**config.mk**
```make
export PLATFORM = sky130hd
export DESIGN_NAME = calc_core_param
export DESIGN_NICKNAME = d
export VERILOG_FILES = /design/src/rtl/calc_core_param.sv
export SDC_FILE = /design/constraint.sdc
export NUM_CORES = 1
export LEC_CHECK = 0
export ABC_AREA = 1
export CAP_MARGIN = 10
export CORE_ASPECT_RATIO = 0.7
export CORE_MARGIN = 10
export CORE_UTILIZATION = 45
export CTS_CLUSTER_DIAMETER = 40
export CTS_CLUSTER_SIZE = 40
export DETAILED_ROUTE_END_ITERATION = 10
export GPL_ROUTABILITY_DRIVEN = 1
export PLACE_DENSITY = 0.6
export SYNTH_ARGS = -nofsm -noshare
export SYNTH_HDL_FRONTEND = slang
export SYNTH_SLANG_ARGS = --single-unit
```
**constraint.sdc**
```tcl
create_clock -name clk -period 5.4 [get_ports clk]
set_clock_uncertainty 0.05 [all_clocks]
set_input_delay 1.08 -clock clk [delete_from_list [all_inputs] [get_ports clk]]
set_output_delay 1.08 -clock clk [all_outputs]
set_load 0.01 [all_outputs]
```
**src/rtl/calc_core_param.sv**
```systemverilog
// Stepped calculator core: load-A / load-B / execute / show sequencer with
// a registered ALU result, status flags and a multiplexed hex-display scanner.
module calc_core_param #(
   parameter int unsigned WIDTH    = 16,
   parameter int unsigned DIGITS   = WIDTH / 4,
   parameter int unsigned SCAN_DIV = 50000
) (
   input  logic              clk,
   input  logic              clear,
   input  logic              next,
   input  logic [2:0]        MS,
   input  logic [WIDTH-1:0]  Din,
   input  logic              level,
   output logic [WIDTH-1:0]  Alu_out,
   output logic              Done_out,
   output logic [3:0]        flags,
   output logic [2:0]        state_out,
   output logic [3:0]        digit,
   output logic [DIGITS-1:0] LEDsel
);

   localparam int unsigned CW = $clog2(SCAN_DIV);
   localparam int unsigned IW = (DIGITS > 1) ? $clog2(DIGITS) : 1;
   localparam int unsigned DW = 4 * DIGITS;

   typedef enum logic [2:0] {
      S_IDLE   = 3'd0,
      S_LOAD_A = 3'd1,
      S_LOAD_B = 3'd2,
      S_EXEC   = 3'd3,
      S_SHOW   = 3'd4
   } state_e;

   state_e           state_q, state_d;
   logic [WIDTH-1:0] a_q, a_d, b_q, b_d, alu_q, alu_d;
   logic [2:0]       op_q, op_d;
   logic [3:0]       flags_q, flags_d;
   logic             done_q, done_d;
   logic             next_q;
   logic [CW-1:0]    cnt_q, cnt_d;
   logic [IW-1:0]    idx_q, idx_d;

   logic             step_c;
   logic [WIDTH:0]   sum_c, dif_c;
   logic [WIDTH-1:0] res_c, disp_c;
   logic [DW-1:0]    disp_ext_c;
   logic             carry_c, ovf_c;

   assign step_c = next & ~next_q;
   assign sum_c  = {1'b0, a_q} + {1'b0, b_q};
   assign dif_c  = {1'b0, a_q} - {1'b0, b_q};

   // ALU on the held operands; only sampled into alu_q/flags_q in EXEC
   always_comb begin
      res_c   = '0;
      carry_c = 1'b0;
      ovf_c   = 1'b0;
      case (op_q)
         3'b000: begin
            res_c   = sum_c[WIDTH-1:0];
            carry_c = sum_c[WIDTH];
            ovf_c   = (a_q[WIDTH-1] == b_q[WIDTH-1]) && (sum_c[WIDTH-1] != a_q[WIDTH-1]);
         end
         3'b001: begin
            res_c   = dif_c[WIDTH-1:0];
            carry_c = dif_c[WIDTH];
            ovf_c   = (a_q[WIDTH-1] != b_q[WIDTH-1]) && (dif_c[WIDTH-1] != a_q[WIDTH-1]);
         end
         3'b010: res_c = a_q & b_q;
         3'b011: res_c = a_q | b_q;
         3'b100: res_c = a_q ^ b_q;
         3'b101: begin
            res_c   = {a_q[WIDTH-2:0], 1'b0};
            carry_c = a_q[WIDTH-1];
         end
         3'b110: begin
            res_c   = {1'b0, a_q[WIDTH-1:1]};
            carry_c = a_q[0];
         end
         default: res_c = a_q;
      endcase
   end

   // Step sequencer and operand/result capture
   always_comb begin
      state_d = state_q;
      a_d     = a_q;
      b_d     = b_q;
      op_d    = op_q;
      alu_d   = alu_q;
      flags_d = flags_q;
      case (state_q)
         S_IDLE:   if (step_c) state_d = S_LOAD_A;
         S_LOAD_A: if (step_c) begin
            state_d = S_LOAD_B;
            a_d     = Din;
         end
         S_LOAD_B: if (step_c) begin
            state_d = S_EXEC;
            b_d     = Din;
            op_d    = MS;
         end
         S_EXEC: begin
            state_d = S_SHOW;
            alu_d   = res_c;
            flags_d = {carry_c, ovf_c, res_c[WIDTH-1], (res_c == '0)};
         end
         S_SHOW:   if (step_c) state_d = S_LOAD_A;
         default:  state_d = S_IDLE;
      endcase
      done_d = (state_d == S_SHOW);
   end

   // Digit-slot timer and digit index
   always_comb begin
      cnt_d = cnt_q + CW'(1);
      idx_d = idx_q;
      if (cnt_q == CW'(SCAN_DIV - 1)) begin
         cnt_d = '0;
         idx_d = (idx_q == IW'(DIGITS - 1)) ? '0 : idx_q + IW'(1);
      end
   end

   always_comb begin
      case (state_q)
         S_LOAD_A, S_LOAD_B: disp_c = Din;
         S_EXEC, S_SHOW:     disp_c = level ? a_q : alu_q;
         default:            disp_c = '0;
      endcase
      disp_ext_c = DW'(disp_c);
   end

   always_ff @(posedge clk or negedge clear) begin
      if (!clear) begin
         state_q <= S_IDLE;
         a_q     <= '0;
         b_q     <= '0;
         op_q    <= '0;
         alu_q   <= '0;
         flags_q <= '0;
         done_q  <= 1'b0;
         next_q  <= 1'b1;  // a button held through reset must not count as a step
         cnt_q   <= '0;
         idx_q   <= '0;
      end else begin
         state_q <= state_d;
         a_q     <= a_d;
         b_q     <= b_d;
         op_q    <= op_d;
         alu_q   <= alu_d;
         flags_q <= flags_d;
         done_q  <= done_d;
         next_q  <= next;
         cnt_q   <= cnt_d;
         idx_q   <= idx_d;
      end
   end

   assign Alu_out   = alu_q;
   assign flags     = flags_q;
   assign Done_out  = done_q;
   assign state_out = state_q;
   assign digit     = 4'(disp_ext_c >> {idx_q, 2'b00});
   assign LEDsel    = ~(DIGITS'(1) << idx_q);

endmodule

```
Word level (Yosys, flattened, before mapping)
Index checks and enable logic that the tools add are counted.
{ "word_totals": {"inputBits": 23, "regBits": 78, "word_cells": 60, "output_inout_bits": 32} }
{ "classes": {"n_eq_ne": 17, "shift": 2, "reduce_logical": 10, "addsub": 4, "bitwise_logic": 6, "n_mux": 11} }
{ "op_table": {"columns": ["op", "n"], "rows": [
  ["$pmux 16 s7", 1],
  ["$mux 16", 2],
  ["$pmux 16 s2", 1],
  ["$add 16x16->17", 1],
  ["$sub 16x16->17", 1],
  ["$add 16x1->16 const B", 1],
  ["$and 16x16->16", 1],
  ["$eq 16x16->1 const B", 1],
  ["$logic_not 16->1", 1],
  ["$or 16x16->16", 1],
  ["$shr 16x4->4", 1],
  ["$xor 16x16->16", 1],
  ["$eq 3x3->1 const B", 5],
  ["$eq 3x2->1 const B", 4],
  ["$pmux 3 s4", 1],
  ["$mux 3", 3],
  ["$eq 3x1->1 const B", 2],
  ["$logic_not 3->1", 2],
  ["$reduce_or 2->1", 3],
  ["$not 4->4", 1],
  ["$pmux 1 s4", 1],
  ["$reduce_and 2->1", 2],
  ["$shl 1x2->4 const A", 1],
  ["$ne 1x1->1", 3],
  ["8 further kinds", 9]
]} }

Depth between registers and ports, before layout
Gate-level depths: netlist (run 1).
{ "depth": {"word_depth": 5, "mapped_depth": 18, "mapped_depth_nobuf": 18} }

Worst setup path after synthesis (run 1)
No wires, ideal clock.
{ "synth_timing": {"kind": "input to output", "startpoint": "input port level", "endpoint": "output port digit[1]", "path_stages": 6, "arrival_time_ns": 2.087, "n_path_buf": 2, "t_required_ns": 4.270, "slack_ns": 2.183, "path_cell_list": "clkbuf_1 -> buf_2 -> mux2i_1 -> o211ai_1 -> a31oi_1 -> inv_1"} }
{ "synth_between": {"elab_chain_cells": 3} }
{ "synth_rtl": {"columns": ["item", "line", "rtl"], "rows": [
  ["start: declaration", "13", "input logic level,"],
  ["$mux 16", "127", "S_EXEC, S_SHOW: disp_c = level ? a_q : alu_q;"],
  ["$pmux 16 s2", "125", "case (state_q)"],
  ["$shr 16x4->4", "163", "assign digit = 4'(disp_ext_c >> {idx_q, 2'b00});"],
  ["end: declaration", "18", "output logic [3:0] digit,"]
]} }
Every way passes these cells.

Final worst setup path (run 1)
Same ends and word-level chain as after synthesis.

==> results_dict.tcl, run 1 <==
set metrics [dict create \
    cp_slowest_cell "clkdlybuf4s50_1" \
    syn_area_mm2 0.00688 \
    nets 1169 \
    avgSynthCellArea_um2 6.51 \
    wl_per_cell_um 17.2 \
    period_minus_slack_ns 4.31 \
    powerDensity_mw_per_mm2 663 \
    slew_viol_final 0 \
    post_cts_buffers 0 \
    io_pins 55 \
    min_to "cnt_q[0]" \
    dr_wl_met3_um 1670 \
    reg2reg_slack_ns 2.47 \
    drv_cap 0 \
    cts.hold.buffers_added 0 \
    dr.pass1.iters 6 \
    syn_to_final_growth_pct 13.2 \
    syn_nets 1138 \
    cts_tree "done" \
    cts_made_buffers 9 \
    die_w_um 168 \
    synth_edf_count 0 \
    swShare_pct 54.4 \
    power_uw 5160 \
    p_comb_share_pct 66.3 \
    fmax_mhz 232 \
    ys_seq_elements 77 \
    syn_inst 1057 \
    holdPathStages 1 \
    track_usage_pct 20.9 \
    grt_max_degree 52 \
    r2r-start "a_q[1]" \
    ctsRootBufferMaster "clkbuf_16" \
    die_area_mm2 0.0207 \
    ys_seq_area_share_pct 28.0 \
    worst_pin_slew_ns 1.12 \
    clock_latency_ns 0.33 \
    cp_max_fo 12 \
    rsz0062_at_grt "no" \
    end_kind "primary output" \
    wl_um 22200 \
    reg2reg_to "flags[0]" \
    antenna_found_initial 0 \
    min_period_over_period_pct 79.9 \
    hold_start "cnt_q[0]" \
    cp.required_ns 4.27 \
    p_leak_uw 0.00399 \
    cts_resized 0 \
    cp.arrival_ns 3.18 \
    max_stage_delay_ns 0.59 \
    cp_num_buf_inv 4 \
    setup_violations 0 \
    design.core.area_mm2 0.0149 \
    cp_top_family "buffers and inverters" \
    p_int_uw 2350 \
    yosys.area.top_type_share_pct 27.6 \
    initial_core_util_pct 46.3 \
    htreeDepth 3 \
    async_flop_share_pct 100 \
    place.gp.congestion 0.926 \
    numPortBuffers 54 \
    slew_headroom_pct 25.0 \
    startpoint_type "input pin" \
    ant_nets 0 \
    fp-row-count 37 \
    p_sw_uw 2810 \
    cts.clk_slew.worst_paths_ns 0.06 \
    r2r_cells 17 \
    synth_area_leader_cell "dfrtp_1" \
    worst_ir_drop_vdd_uv 366 \
    synth_area_leaders "dfrtp_1, nand2_1, ha_1" \
    grt_pass1_vias 6103 \
    die_h_um 123 \
    clock_sinks 77 \
    drt_iter0_markers 761 \
    fin_setup_tns_ns 0 \
    hold_path.class "reg -> reg" \
    p_seq_share_pct 21.0 \
    clk_path_buf_depth 2 \
    place_hpwl_um 17400 \
    drive_gt1_share_pct 4.48 \
    drc 0 \
    synth_cell_types 42 \
    grt_pass1_wl_um 34700 \
    grt_overflow 0 \
    wl_met2_um 8940 \
    status "complete, no violations" \
    synthTopCellsByCount "nand2_1, inv_1, o21ai_0, nand3_1, nor2_1" \
    top_layer "met4" \
    crit_type "in -> out" \
    vias_per_cell 5.28 \
    power_frac_clock_pct 12.7 \
    yosys_warnings 0 \
    ys_dominant_reg_cell "dfrtp_1" \
    crit_chain "clkdlybuf4s50_1 > inv_1 > nand2_1 > a21oi_1 > a211oi_1 > nor3_1 > a31oi_1 > inv_1 > clkdlybuf4s50_1" \
    drt-met1-wl_um 11400 \
    vias 6798 \
    final-hold-violation-count 0 \
    num_antenna_cells 0 \
    yosysMostFrequentCell "nand2_1" \
]
[through the flow]
step           instances  cell area (um2)  setup WS (ns)  hold slack [ns]  util, %
3_5_place_dp        1272             7460           1.11            0.412     50.2
6_report            1288             7780           1.09            0.410     52.4
5_1_grt             1288             7780          0.958            0.454     52.4
3_3_place_gp        1272             7460           1.11            0.406     50.2
4_1_cts             1288             7780           1.09            0.422     52.4
2_1_floorplan       1057             6880           2.18            0.383        -
[placed cells by master (no fill, tap or decap), types with 2 or more instances in the layout]
master	netlist	layout
a211oi_1	6	6
a21oi_1	48	48
a21oi_2	2	2
a21oi_4	3	3
a31oi_1	5	5
and2_1	2	2
buf_4	9	7
bufinv_16	0	2
clkbuf_16	0	9
clkbuf_8	0	2
clkdlybuf4s50_1	0	53
clkinv_2	0	2
dfrtp_1	76	76
fa_1	2	2
ha_1	56	56
inv_1	174	174
inv_2	5	5
inv_4	2	2
mux2i_1	4	4
nand2_1	293	293
nand2_2	4	4
nand3_1	86	86
nand3_2	2	2
nand4_1	12	12
nor2_1	83	83
nor2_2	3	3
nor3_1	15	15
nor4_1	2	2
o211ai_1	4	4
o21ai_0	89	89
o21ai_1	3	3
o21bai_1	5	5
o221ai_1	8	8
o22ai_1	12	12
xor2_1	3	3
[kinds of logic (layout without fill, tap and decap cells)]
family / count (synthesis) / count (layout) / share of synthesized area (%)
simple gates: 507 / 507 / 31.2
mux: 4 / 4 / 0.582
buf+inv: 222 / 258 / 13.6
compound gates: 186 / 186 / 15.5
flops: 77 / 77 / 28.0
fa+ha+maj: 58 / 58 / 10.8
xor+xnor: 3 / 3 / 0.382
[layer usage]
metal | vias to the layer above | global-route usage [%]
met3 | 14 | 3.58
li1 | 3431 | -
met5 | - | 0
met2 | 229 | 29.3
met4 | 0 | 2.77
met1 | 3124 | 32.9
[worst max-delay path by stage]
| stage | endpoint | slack [ns] | cells after the start | from |
|---|---|---|---|---|
| 3_3_place_gp | digit[3] | 1.11 | 9 | level |
| 3_5_place_dp | digit[1] | 1.11 | 9 | level |
| 2_1_floorplan | digit[1] | 2.18 | 6 | level |
| 4_1_cts | digit[1] | 1.09 | 9 | level |
| 5_1_grt | digit[1] | 0.96 | 9 | level |
| 6_report | digit[1] | 1.09 | 9 | level |
[worst register-to-register path, stage by stage (launching register included)]
cell and delay (ns):
dfrtp_1 0.58, inv_1 0.20, fa_1 0.49, inv_1 0.09
nand3_1 0.11, nand2_2 0.16, nand2_1 0.08, nand2_1 0.18
nand2_1 0.13, nand2_1 0.07, nand2_1 0.07, nand3_1 0.09
nand3_1 0.09, nor2_1 0.17, nand2_1 0.07, nor2_1 0.10
nand2_1 0.08, nand2_1 0.06
[power by group through the flow]
stage | registers, uW | clock network (uW) | logic (uW)
final | 1080 | 658 | 3420
after global routing | 1120 | 696 | 3820
after CTS | 1080 | 668 | 3380
after detailed placement | 1090 | 0 | 3370
after global placement | 1090 | 0 | 3350
after floorplan | 985 | 0 | 2480
[final cells by class]
| cell class | instances | area, um2 |
|---|---|---|
| Inverter | 182 | 688 |
| Clock buffer | 12 | 256 |
| Timing Repair Buffer | 60 | 583 |
| Tap cell | 195 | 244 |
| Fill cell | 1499 | 7080 |
| Clock inverter | 4 | 70.1 |
| Sequential cell | 77 | 1930 |
| Multi-Input combinational cell | 758 | 4020 |
[state kept, by name, indices dropped and copies added (netlist names)]
signal and flops:
Alu_out 15, next_q 1, Done_out 1, cnt_q 16, state_out 3, flags 4
idx_q 2, op_q 3, a_q 16, b_q 16
Note: power is estimated with default switching activity, not from simulation.
==> inputs of run 2 (changes only) <==
--- a/config.mk
+++ b/config.mk
@@ -14,7 +14,7 @@
 export CTS_CLUSTER_SIZE = 40
 export DETAILED_ROUTE_END_ITERATION = 10
 export GPL_ROUTABILITY_DRIVEN = 1
-export PLACE_DENSITY = 0.6
+export PLACE_DENSITY = 0.63
 export SYNTH_ARGS = -nofsm -noshare
 export SYNTH_HDL_FRONTEND = slang
 export SYNTH_SLANG_ARGS = --single-unit
==> constraint.sdc (replaced) <==
create_clock -name clk -period 3.5 [get_ports clk]
set_clock_uncertainty 0.05 [all_clocks]
set_input_delay 0.7 -clock clk [delete_from_list [all_inputs] [get_ports clk]]
set_output_delay 0.7 -clock clk [all_outputs]
set_load 0.01 [all_outputs]
==> run 2 against run 1 <==
  * Global-route usage increased by 0.082 points
  * Core utilization is 0.25 points higher
  * Count of clock-buffer cells in the layout did not move
  * Register-to-register slack worse by 1.9 ns
  * Sequential share of layout area is 0.12 points lower
  * Die area did not move
  * Total power up 54%
  * Combinational power up 56%
  * Sequential power increased by 54%
  * Highest routed layer unchanged
  * Clock power is 49% higher
  * Setup slack worse by 1.0 ns
==> results_dict.tcl, run 2 (synthesis gave the netlist of run 1 again) <==
set metrics [dict create \
    nets 1176 \
    place_hpwl_um 17500 \
    final_cell_area_mm2 0.00782 \
    cts.hold.buffers_added 0 \
    die_h_um 123 \
    status "complete, no violations" \
    post_cts_buffers 0 \
    design.core.area_mm2 0.0149 \
    powerDensity_mw_per_mm2 1020 \
    syn_to_final_growth_pct 13.7 \
    clock_sinks 77 \
    cp.required_ns 2.75 \
    clk_path_buf_depth 2 \
    wl_um 22200 \
    grt_pass1_vias 6366 \
    worst_pin_slew_ns 0.988 \
    place.gp.congestion 0.906 \
    multi_input_area_mm2 0.00402 \
    end_kind "primary output" \
    p_leak_uw 0.00401 \
    crit_start "level" \
    vias_per_cell 5.36 \
    die_w_um 168 \
    cts_tree "done" \
    startpoint_type "input pin" \
    dr.pass1.iters 6 \
    htreeDepth 3 \
    period_minus_slack_ns 3.45 \
    dp_cells 1279 \
    io_pins 55 \
    r2r-start "a_q[2]" \
    vias 6938 \
    fin_hold_ws_ns 0.420 \
    layout_commonest_cell "nand2_1" \
    slew_headroom_pct 34.1 \
    worst_ir_drop_vdd_uv 589 \
    cts_resized 0 \
    grt_max_degree 78 \
    fp-row-count 37 \
    initial_core_util_pct 46.3 \
    min_period_over_period_pct 98.5 \
    numPortBuffers 54 \
    ant_nets 0 \
    die_area_mm2 0.0207 \
    cts_made_buffers 9 \
    fmax_mhz 290 \
    num_antenna_cells 0 \
    layout.cells.non_filler 1295 \
    cp.arrival_ns 2.70 \
    top_regs "a_q (16), b_q (16), cnt_q (16)" \
    ctsRootBufferMaster "clkbuf_16" \
    final-hold-violation-count 0 \
    place_area_mm2 0.00751 \
    hold_path.class "reg -> reg" \
    antenna_found_initial 0 \
    drt_iter0_markers 809 \
    track_usage_pct 21.0 \
    crit_type "in -> out" \
    grt_pass1_wl_um 35200 \
    grt_overflow 0 \
    power_uw 7960 \
    cp_max_fo 6 \
    fin_setup_tns_ns 0 \
    seqCellArea_mm2 0.00193 \
    hold_start "cnt_q[0]" \
    wl_per_cell_um 17.2 \
    drv_cap 0 \
    cts.clk_slew.worst_paths_ns 0.06 \
    slew_viol_final 0 \
    final_cell_mix "nand2_1, inv_1, o21ai_0, nand3_1, nor2_1" \
    clock_latency_ns 0.33 \
    nFillCells 1541 \
    drc 0 \
    drive_gt1_share_pct 5.00 \
    setup_violations 0 \
]
## run 2: worst max-delay path, cell delays in order
cell and delay [ns]:
clkdlybuf4s50_1 0.46, inv_1 0.21, nand2_1 0.08, a21oi_1 0.12
a211oi_1 0.06, nor3_1 0.35, a31oi_1 0.08, inv_1 0.08
clkdlybuf4s50_1 0.54
## run 2: area by class of cell
cell class | count | area share [%]
repair buffers | 67 | 8.13
clock buffers | 12 | 3.02
inverters | 182 | 8.80
clock inverters | 4 | 0.928
well taps | 195 | 3.12
flip-flops and latches | 77 | 24.6
multi-input cells | 758 | 51.4
## run 2: worst paths after layout
kind                            slack (ns)        to  cells after the start
worst max-delay path                  0.05  digit[1]                      9
worst min register to register        0.42  cnt_q[0]                      1
worst min-delay path                  0.42  cnt_q[0]                      1
worst max register to register        0.62  flags[3]                     14
min in group asynchronous             0.46   b_q[12]                      1
max in group asynchronous             2.28  cnt_q[8]                      1
## run 2: stage by stage
step | worst slack (ns) | utilization, %
floorplan | 1.04 | -
global placement | 0.144 | 50.5
detailed placement | 0.114 | 50.5
CTS | 0.108 | 52.6
global route | -0.0151 | 52.6
finish | 0.0508 | 52.6
## run 2: metal layers
metal / GRT usage [%] / vias to the layer above / routed length [um]
li1: - / 3449 / -
met1: 33.0 / 3181 / 11200
met2: 29.0 / 294 / 8870
met3: 4.19 / 14 / 2050
met4: 2.87 / 0 / 153
met5: 0 / - / 0
## run 2: power breakdown
part / switching, uW / internal [uW]
clock: 355 / 624
combinational: 3530 / 1800
sequential: 459 / 1200
total: 4340 / 3620
==> RTL edit (config.mk and constraints of run 2) <==
`b_q` no longer has a reset.
--- a/src/rtl/calc_core_param.sv
+++ b/src/rtl/calc_core_param.sv
@@ -136,3 +136,2 @@
          a_q     <= '0;
-         b_q     <= '0;
          op_q    <= '0;
@@ -147,3 +146,2 @@
          a_q     <= a_d;
-         b_q     <= b_d;
          op_q    <= op_d;
@@ -156,2 +154,6 @@
       end
+   end
+
+   always_ff @(posedge clk) begin
+      b_q <= b_d;
    end
Check against the original RTL: no difference found for any inputs over 10 cycles, from zero or initial values; that may be too few to reach the edited logic, so the function may still have changed.
==> RTL edit against run 2 <==
Final area about the same. Critical path type is now reg2out. Area after synthesis decreased by 0.22%. Die area decreased by 0.19%. Core utilization increased by 0.20 points. Routed wire length decreased by 2.4%. Largest cell class unchanged. Worst hold slack got worse by 0.12 ns. Setup slack improved by 0.13 ns. Sequential cell count unchanged. Power decreased by 19%. Non-clock buffer count decreased by 4.
==> RTL edit: results <==
metrics = {
    "logic_synthesis": {
        "synth.avg_cell_area_sq_um": 6.789,
        "synth-seq-area-share_pct": 29.26,
        "yosysUniqueCellTypes": 46,
        "synth_xor_xnor_area_share_pct": 0.5104,
        "synth_edf_count": 16,
        "synthMuxAreaShare_pct": 0.4375,
        "async_reset_ff_share_pct": 79.22,
        "synth_common_cells": "nand2_1, inv_1, nor2_1, nand3_1, dfrtp_1",
        "synth_compound_area_share_pct": 13.23,
        "synthAdderAreaFrac_pct": 10.79,
    },
    "min_path": {
        "hold_class": "in2async",
    },
    "grt": {
        "grt_pass1_vias": 6279,
        "grtUsageMet3_pct": 5.041,
        "track_usage_pct": 20.84,
        "grt_use_met2_pct": 29.68,
        "antenna_found_initial": 1,
        "grt_max_degree": 34,
        "met1_usage_pct": 31.29,
    },
    "placement": {
        "dp_slack_ns": -0.05904,
        "dp_cells": 1234,
        "routabilityCongestion": 0.9557,
        "dpl_cell_area_sq_mm": 0.007501,
        "hpwl_mm": 17.34,
    },
    "critical_path": {
        "arrival_ns": 2.57,
        "crit_family": "compound AO/OA/AOI/OAI gates",
        "cp_max_fo": 11,
        "rr_worst_depth": 17,
        "reg2reg_from": "a_q[1]",
        "timing.rr.end": "flags[0]",
        "crit_path_start": "state_out[0]",
    },
    "cells_and_area": {
        "fin_cells": 1251,
    },
    "timing": {
        "min_period_over_period_pct": 94.89,
        "worst_hold_slack_ns": 0.3008,
        "tightest_slew_ns": 0.6066,
    },
    "power": {
        "p_leak_nw": 3.871,
        "peakVddDrop_mv": 0.4401,
    },
    "outcome": {
        "status": "complete, no violations",
    },
    "route": {
        "vias": 6759,
        "met1_length_mm": 10.62,
        "dr.first_iter.drc_count": 630,
        "route.met3.wl_mm": 2.148,
        "met2_length_mm": 8.743,
    },
}
## RTL edit: cell count changes in the layout (fill, tap and decap cells not counted), sizes merged, moves of 4 or more
cell / before / now
o21ai: 92 / 42
nor3: 16 / 22
clkinv: 2 / 6
a21oi: 53 / 61
o211ai: 4 / 9
nor2: 87 / 101
buf: 14 / 10
inv: 181 / 164
nand4: 12 / 22
dfrtp: 76 / 60
nand2: 298 / 274
a211oi: 6 / 10
o221ai: 8 / 2
edfxtp: 0 / 16
## RTL edit: final cells by class
type                       instances  area (sq um)
multi-input combinational        733          4001
clock inverter                     6         78.83
timing repair buffer              63         630.6
fill                            1509          6987
antenna                            1         2.502
inverter                         166         633.1
tap                              195         244.0
clock buffer                      10         229.0
sequential                        77          2008
## RTL edit: power breakdown
part	switching (mW)	internal, mW
clock	0.352	0.618
combinational	2.57	1.35
sequential	0.387	1.13
total	3.31	3.10
## RTL edit: what timing repair did
action / 4_1_cts / 5_1_grt
pin swaps: 0 / 0
resized for setup: 2 / 4
setup endpoints to repair: 4 / 3
